### src/rtl/ahb_pkg.sv
// Shared AHB-lite definitions: transfer encodings, arbiter states and the
// fixed master indices used by the CPU-side bus wrappers.
package ahb_pkg;

  localparam int AHB_TRANS_BITS = 2;
  localparam int AHB_SIZE_BITS  = 3;

  localparam logic [AHB_TRANS_BITS-1:0] AHB_TRANS_IDLE   = 2'b00;
  localparam logic [AHB_TRANS_BITS-1:0] AHB_TRANS_BUSY   = 2'b01;
  localparam logic [AHB_TRANS_BITS-1:0] AHB_TRANS_NONSEQ = 2'b10;
  localparam logic [AHB_TRANS_BITS-1:0] AHB_TRANS_SEQ    = 2'b11;

  localparam int MASTER_IM = 0;
  localparam int MASTER_DM = 1;

  typedef enum logic {
    OWN    = 1'b0,
    LOCKED = 1'b1
  } arb_state_e;

endpackage

### src/rtl/ahb_bus_arbiter_rr_pick.sv
// Combinational round-robin selector: returns the first set request found
// scanning ptr+1, ptr+2, ... with wrap, the pointer itself checked last.
module rr_pick #(
  parameter int N  = 2,
  parameter int MW = 1
) (
  input  logic [N-1:0]  req,
  input  logic [MW-1:0] ptr,
  output logic [MW-1:0] idx,
  output logic          valid
);

  logic [MW-1:0] cand;

  always_comb begin
    idx   = '0;
    valid = 1'b0;
    cand  = '0;
    for (int i = 1; i <= N; i++) begin
      cand = MW'((int'(ptr) + i) % N);
      if (!valid && req[cand]) begin
        idx   = cand;
        valid = 1'b1;
      end
    end
  end

endmodule

### src/rtl/ahb_bus_arbiter.sv
// AHB-lite bus arbiter: one-hot registered grant, address/data-phase owner
// tracking, round-robin with a beat limit, and locked-sequence support.
module ahb_bus_arbiter
  import ahb_pkg::*;
#(
  parameter int NUM_MASTERS    = 2,
  parameter int DEFAULT_MASTER = 0,
  parameter int MAX_BEATS      = 4,
  localparam int MW = (NUM_MASTERS > 1) ? $clog2(NUM_MASTERS) : 1
) (
  input  logic                      clk,
  input  logic                      rst,
  input  logic [NUM_MASTERS-1:0]    hreq,
  input  logic [NUM_MASTERS-1:0]    hlock,
  input  logic [AHB_TRANS_BITS-1:0] htrans,
  input  logic                      hready,
  output logic [NUM_MASTERS-1:0]    hgrant,
  output logic [MW-1:0]             hmaster,
  output logic [MW-1:0]             hmaster_dp,
  output logic                      hmastlock
);

  localparam int            CW        = (MAX_BEATS > 1) ? $clog2(MAX_BEATS) : 1;
  localparam logic [CW-1:0] BEAT_LAST = CW'(MAX_BEATS - 1);
  localparam logic [MW-1:0] DEF_IDX   = MW'(DEFAULT_MASTER);

  arb_state_e             state, state_nxt;
  logic [MW-1:0]          rr_ptr, hmaster_nxt;
  logic [NUM_MASTERS-1:0] hgrant_nxt, others;
  logic [CW-1:0]          beat_cnt, beat_cnt_nxt;
  logic                   mastlock_nxt, rearb;
  logic                   accepted, nonseq, idle_beat;
  logic                   owner_req, owner_lock, others_req, at_limit;
  logic [MW-1:0]          pick_idx;
  logic                   pick_vld;

  // The owner is masked out so the scan only ever finds a competing master.
  assign others     = hreq & ~hgrant;
  assign others_req = |others;
  assign owner_req  = hreq[hmaster];
  assign owner_lock = hlock[hmaster];
  assign accepted   = hready && htrans[1];
  assign nonseq     = hready && (htrans == AHB_TRANS_NONSEQ);
  assign idle_beat  = hready && (htrans == AHB_TRANS_IDLE);
  assign at_limit   = accepted && (beat_cnt == BEAT_LAST);

  rr_pick #(
    .N  (NUM_MASTERS),
    .MW (MW)
  ) u_rr_pick (
    .req   (others),
    .ptr   (rr_ptr),
    .idx   (pick_idx),
    .valid (pick_vld)
  );

  always_comb begin
    state_nxt    = state;
    mastlock_nxt = hmastlock;
    hmaster_nxt  = hmaster;
    rearb        = 1'b0;
    if (hready) begin
      case (state)
        OWN: begin
          if (nonseq && owner_lock) begin
            state_nxt    = LOCKED;
            mastlock_nxt = 1'b1;
          end else begin
            rearb = 1'b1;
          end
        end
        LOCKED: begin
          if (!owner_lock) begin
            state_nxt    = OWN;
            mastlock_nxt = 1'b0;
            rearb        = 1'b1;
          end
        end
        default: begin
          state_nxt    = OWN;
          mastlock_nxt = 1'b0;
        end
      endcase
      // A release with a waiting master hands over on the same edge, no idle gap.
      if (rearb && (!owner_req || (at_limit && others_req))) begin
        if (pick_vld) begin
          hmaster_nxt = pick_idx;
        end else if (!owner_req) begin
          hmaster_nxt = DEF_IDX;
        end
      end
    end

    hgrant_nxt              = '0;
    hgrant_nxt[hmaster_nxt] = 1'b1;

    if (hmaster_nxt != hmaster || idle_beat) begin
      beat_cnt_nxt = '0;
    end else if (accepted && beat_cnt != BEAT_LAST) begin
      beat_cnt_nxt = beat_cnt + 1'b1;
    end else begin
      beat_cnt_nxt = beat_cnt;
    end
  end

  always_ff @(posedge clk) begin
    if (rst) begin
      state      <= OWN;
      hmaster    <= DEF_IDX;
      hmaster_dp <= DEF_IDX;
      hgrant     <= NUM_MASTERS'(1) << DEFAULT_MASTER;
      hmastlock  <= 1'b0;
      rr_ptr     <= DEF_IDX;
      beat_cnt   <= '0;
    end else begin
      state     <= state_nxt;
      hmaster   <= hmaster_nxt;
      hgrant    <= hgrant_nxt;
      hmastlock <= mastlock_nxt;
      beat_cnt  <= beat_cnt_nxt;
      if (hmaster_nxt != hmaster) begin
        rr_ptr <= hmaster_nxt;
      end
      if (hready) begin
        hmaster_dp <= hmaster;
      end
    end
  end

endmodule

### config.mk
export PLATFORM = sky130hd
export DESIGN_NAME = ahb_bus_arbiter
export DESIGN_NICKNAME = d
export VERILOG_FILES = /design/src/rtl/ahb_pkg.sv /design/src/rtl/ahb_bus_arbiter_rr_pick.sv /design/src/rtl/ahb_bus_arbiter.sv
export SDC_FILE = /design/constraint.sdc
export NUM_CORES = 1
export LEC_CHECK = 0
export CAP_MARGIN = 30
export CORE_AREA = 5 5 42 44
export CTS_CLUSTER_DIAMETER = 30
export DETAILED_ROUTE_END_ITERATION = 8
export DIE_AREA = 0 0 47 49
export PLACE_DENSITY = 0.72
export SLEW_MARGIN = 5
export SYNTH_ARGS = -nofsm -noshare
export SYNTH_HDL_FRONTEND = slang
export SYNTH_SLANG_ARGS = --single-unit
export TNS_END_PERCENT = 10
### constraint.sdc
create_clock -name clk -period 3.2 [get_ports clk]
set_input_delay 0.64 -clock clk [delete_from_list [all_inputs] [get_ports clk]]
set_output_delay 0.64 -clock clk [all_outputs]
set_load 0.02 [all_outputs]
## After elaboration in Yosys (flattened, before gate mapping)

Cells that the tools add are included.

| operators by class | value |
|---|---|
| $lt $le $gt $ge | 5 |
| reductions and logical operators | 18 |
| bitwise operators | 3 |
| multiplexer cells | 28 |
| equality and inequality tests | 6 |
| add/sub/neg operators | 3 |

Operators by type and width:

| kind | number |
|---|---|
| two-way mux 1 bit | 24 |
| logical AND 1 bit | 10 |
| < comparator 1 x 2 -> 1 bit, second input constant | 4 |
| inequality test 2 bit, second input constant | 3 |
| case mux 1 bit (2 select lines) | 3 |
| equality test 2 bit, second input constant | 2 |
| OR reduction 2 bit | 2 |
| AND reduction 3 bit | 1 |
| adder 1 bit, second input constant | 2 |
| adder 2 x 1 -> 2 bit, second input constant | 1 |
| bitwise AND 2 bit | 1 |
| logical NOT 1 bit | 2 |
| logical NOT 2 bit | 1 |
| logical OR 1 bit | 2 |
| NOT 2 bit | 1 |
| demux 1 bit (select 1 bit) | 1 |
| >= comparator 1 bit, second input constant | 1 |
| inequality test 1 bit | 1 |
| NOT 1 bit | 1 |

| storage, ports and cells | value |
|---|---|
| bits in registers | 9 |
| bits of input ports | 9 |
| output and inout port bits | 5 |

## Longest topological paths before layout

| logic depth | value |
|---|---|
| word-level depth | 15 |
| mapped depth | 6 |

## Modules after synthesis

From an unflattened synthesis, not the netlist that was laid out.

| second synthesis, totals | value |
|---|---|
| cells, all modules | 55 |
| area, all modules | 484.2 µm² |

By module, submodules not included:

| module | times used | seq. area each (µm²) | cells an instance | area an instance (µm²) |
|---|---|---|---|---|
| ahb_bus_arbiter | 1 | 160.2 | 53 | 470.5 |
| rr_pick | 1 | 0.0 | 2 | 13.8 |

## Worst setup path before layout

OpenSTA, ideal clock, no wires.

| path | value |
|---|---|
| path type | input to register |
| start | in hready |
| end | reg hgrant[0] |
| library setup time | 0.120 ns |
| stages on the path | 6 |
| slack | 1.552 ns |
| path buffers | 1 |
| arrival | 1.528 ns |
| cells stage by stage | buf_4 nor2b_1 a22o_1 o21a_4 mux2i_1 or2_1 |

| between the ends | value |
|---|---|
| word-level cells in the longest chain between the ends | 12 |
| elaborated cells on any way between the ends | 17 |
| classes of those cells | order compare (2); mux (7); reduce/logical (8) |

Ends and longest elaborated chain:

| item | line | text |
|---|---|---|
| start: declaration | ahb_bus_arbiter.sv:16 | `input logic hready,` |
| logical AND 1 bit | ahb_bus_arbiter.sv:43 | `assign nonseq = hready && (htrans == AHB_TRANS_NONSEQ);` |
| logical AND 1 bit | ahb_bus_arbiter.sv:65 | `if (nonseq && owner_lock) begin` |
| two-way mux 1 bit | ahb_bus_arbiter.sv:65 |  |
| case mux 1 bit (2 select lines) | ahb_bus_arbiter.sv:63 | `case (state)` |
| two-way mux 1 bit | ahb_bus_arbiter.sv:62 | `if (hready) begin` |
| logical AND 1 bit | ahb_bus_arbiter.sv:85 | `if (rearb && (!owner_req \|\| (at_limit && others_req))) begin` |
| two-way mux 1 bit | ahb_bus_arbiter.sv:85 |  |
| two-way mux 1 bit (*) | ahb_bus_arbiter.sv:62 |  |
| < comparator 1 x 2 -> 1 bit (not written as such) / >= comparator 1 bit (equally long branches) | ahb_bus_arbiter.sv:95 | `hgrant_nxt[hmaster_nxt] = 1'b1;` |
| logical AND 1 bit (not written as such) | ahb_bus_arbiter.sv:95 |  |
| two-way mux 1 bit (not written as such) | ahb_bus_arbiter.sv:95 |  |
| demux 1 bit (select 1 bit) (*) | ahb_bus_arbiter.sv:95 |  |
| end signal: assignment | ahb_bus_arbiter.sv:111 | `hgrant <= NUM_MASTERS'(1) << DEFAULT_MASTER;` |
| end signal: assignment | ahb_bus_arbiter.sv:118 | `hgrant <= hgrant_nxt;` |
| end: declaration | ahb_bus_arbiter.sv:17 | `output logic [NUM_MASTERS-1:0] hgrant,` |

Every way passes the cells marked *; elsewhere a longest branch is shown, timed or not. The select of a mux whose other input is x is not followed.
A chain may end at the register's enable or synchronous reset.

## Worst setup path after layout

| path | value |
|---|---|
| start | reg hgrant[1] |
| end | out hgrant[1] |

No word-level cell between the ends.

==> summary.md <==
| Metric | Value |
|---|---|
| Status | completed |
| Wire per inst | 10.56 um |
| Max Clk Rate | 472.7 MHz |
| Total CTS buffers | 3 |
| Hold WS | 0.4692 ns |
| Post-Route WL | 824 um |
| Hold bufs inserted after CTS | 0 |
| LEAKAGE | 0.2198 nW |
| Mapped cell area | 454.2 um2 |
| Buf/Inv on CP | 1 |
| Post-Syn Instances | 49 |
| Post-synth EDFFs | 0 |
| Drt first pass iters | 1 |
| Hold endpoint | hmastlock$_SDFFE_PP0P_ |
| Tmin final | 2.115 ns |
| Critical path's largest stage delay | 0.68 ns |
| CP required | 2.56 ns |
| CTS max path bufs | 2 |
| Setup violators final | 0 |
| Post-synthesis register bit count | 8 |
| Drt first-iter violations | 0 |
| Mapped Avg Cell Area | 9.269 um2 |
| Largest net degree at the start of global routing | 12 |
| Commonest cells in the synthesized netlist | dfxtp_1 (8), mux2i_1 (5), nor2_1 (5), nand2_1 (3) |
| Async S/R FF share, synth | 0% |
| Post-DP HPWL | 679.9 um |
| Gr usage total | 8.622% |
| Number of library cell types mapped by synthesis | 26 |
| Crit-path leading delay family | buffers and inverters |
| CP max-delay cell | clkdlybuf4s50_1 |
| Final Hold Viols | 0 |
| GPL Wtd Cong | 0.7662 |
| Vias in the first global route | 339 |
| P per Cell Area | 408.1 nW/um2 |
| Post-route ant nets | 0 |
| Worst R2R Setup Slack | 1.50 ns |
| Main area contributors after synthesis | dfxtp_1 (35%), mux2i_1 (11%), a2111oi_1 (4.4%) |
| Syn_nets | 59 |
| Starting Density | 32.41% |
| Worst Skew | 0.009655 ns |
| Die Y | 49 um |
| RR Endpoint | hgrant[0]$_SDFF_PP1_ |
| Hold path cells | 2 |
| Vias/cell | 4.744 |
| CTS tree | done |
| Most common cell in the synthesized netlist | dfxtp_1 |
| Layout Area Growth over Synthesis | 32.23% |
| H-tree levels | 1 |
| Hold path start | hmastlock$_SDFFE_PP0P_ |
| Top cell type's share of synthesized area | 35.26% |
| Hold WC Path Type | reg2reg |
| Slew Limit Headroom | 74.73% |
| Synth area leader | dfxtp_1 |
| Net count, final | 74 |
| R2r startpoint | hgrant[1]$_SDFF_PP0_ |
| Worst vdd ir | 209.7 uV |
| Setup crit end kind | primary output |
| Register area share after synthesis | 35.26% |
| Post-CTS Setup Bufs | 0 |
| Fin Setup TNS | 0 ns |
| I/O pin count | 14 |
| Initial antenna violation count | 0 |
| Period utilization | 66.10% |
| Final Cell Area | 600.6 um2 |
| CP Data Arrival Time | 1.48 ns |
| Clk slew on worst S/H paths | 0.06 ns |
| Reg2reg path depth | 5 |
| CTS Sinks | 8 |
| Pins Over Slew Limit | 0 |
| Post-cts sizing count | 0 |
| Number of inserted diodes | 0 |
| Worst Tran Pin Value | 0.3785 ns |
| Crit-path cells | clkdlybuf4s50_1 |
| Root buffer selected by CTS | clkbuf_4 |
| Critical path class | reg2out |
| Worst-path maximum fanout | 11 |
| Drc violations | 0 |
| CP Launch Type | flip-flop |
| Global-route wire length before repair | 1421 um |
| RSZ-0062 raised after global routing | false |
| DP Area | 578.1 um2 |
| Port buffer count | 13 |
| Die Area | 2303 um2 |
| Max Cap Viol | 0 |
| DR vias | 370 |
| Share of cells above drive strength 1 | 11.29% |
| Row cnt | 14 |
| Die span in x | 47 um |
| CORE AREA | 1401 um2 |
| Skew-Pair Late Insertion Delay | 0.26 ns |
| Grt ovf | 0 |
| Synth Flop Type | dfxtp_1 |
| Total power | 0.2451 mW |
| Synth warn | 0 |
-- report_power, final --
part	switching (mW)	internal [mW]	total, mW	leakage, nW
Combinational	0.0240	0.0311	0.0550	0.141
Sequential	0.00586	0.106	0.112	0.0654
Clock	0.0352	0.0430	0.0782	0.0138
-- kinds of logic (layout without fill, tap and decap cells) --
kind of cell	count (synthesis)	after routing	share of synthesized area, %
xor gates and xnor gates	2	2	3.857
DFF	8	8	35.26
AOI/OAI and AO/OA	11	11	20.39
adders and majority gates	1	1	2.754
and+or+nand+nor	17	17	19.29
buffers and inverters	5	18	7.437
muxes	5	5	11.02
-- state kept, by name, summed over array words and instances, names as in the netlist --
name        flops
rr_ptr          1
hgrant          2
beat_cnt        2
state           1
hmastlock       1
hmaster_dp      1
-- stage by stage --
| stage | instances | setup slack (ns) | util [%] |
|---|---|---|---|
| 2_1_floorplan | 49 | 1.552 | - |
| 3_3_place_gp | 75 | 0.9712 | 41.25 |
| 3_5_place_dp | 75 | 0.9361 | 41.25 |
| 4_1_cts | 78 | 1.062 | 42.86 |
| 5_1_grt | 78 | 0.9754 | 42.86 |
| 6_report | 78 | 1.085 | 42.86 |
-- cell type report --
class | count | area [um2]
Clock buffer | 3 | 22.52
Fill cell | 149 | 800.8
Inverter | 2 | 7.507
Multi-Input combinational cell | 36 | 260.3
Sequential cell | 8 | 160.2
Tap cell | 16 | 20.02
Timing Repair Buffer | 13 | 130.1
-- placed cells by master, fill, tap and decap left out --
cell type         n
o21bai_1          1
o21ai_1           1
dfxtp_1           8
a2111oi_1         2
or2_1             1
mux2i_1           5
nor3_1            2
a21oi_1           2
nand3_1           1
or2b_1            1
inv_1             2
nand2b_1          1
a22o_1            1
a21oi_2           1
o21a_4            1
xnor2_1           2
nor2_1            5
ha_1              1
a21o_2            1
nor2b_1           1
or2b_2            1
a311oi_1          1
clkbuf_4          3
nand2_1           3
clkdlybuf4s50_1  13
nor3b_1           1
-- tightest hold or removal path: cells and delay by family (launching register included) --
family          cells  cell delay (ns)
flops               1             0.32
simple gates        1             0.05
compound gates      1             0.05
-- worst max-delay path by stage --
stage,from,endpoint,slack [ns],cells past startpoint
after floorplan,hready,hgrant[0]$_SDFF_PP1_,1.55,6
after global placement,htrans[1],beat_cnt[1]$_SDFFE_PP0P_,0.97,5
after detailed placement,htrans[1],beat_cnt[0]$_SDFFE_PP0P_,0.94,5
after CTS,hgrant[1]$_SDFF_PP0_,hgrant[1],1.06,1
after global routing,hgrant[1]$_SDFF_PP0_,hmaster,0.98,1
final,hgrant[1]$_SDFF_PP0_,hgrant[1],1.08,1
-- per-layer routing --
| layer | vias to the layer above | share of wire (%) | track usage, % |
|---|---|---|---|
| li1 | 199 | - | - |
| met1 | 162 | 42 | 11.33 |
| met2 | 9 | 51 | 11.31 |
| met3 | 0 | 6.6 | 5.535 |
| met4 | 0 | 0 | 2.765 |
| met5 | - | 0 | 0 |
(Power assumes the default switching activity.)
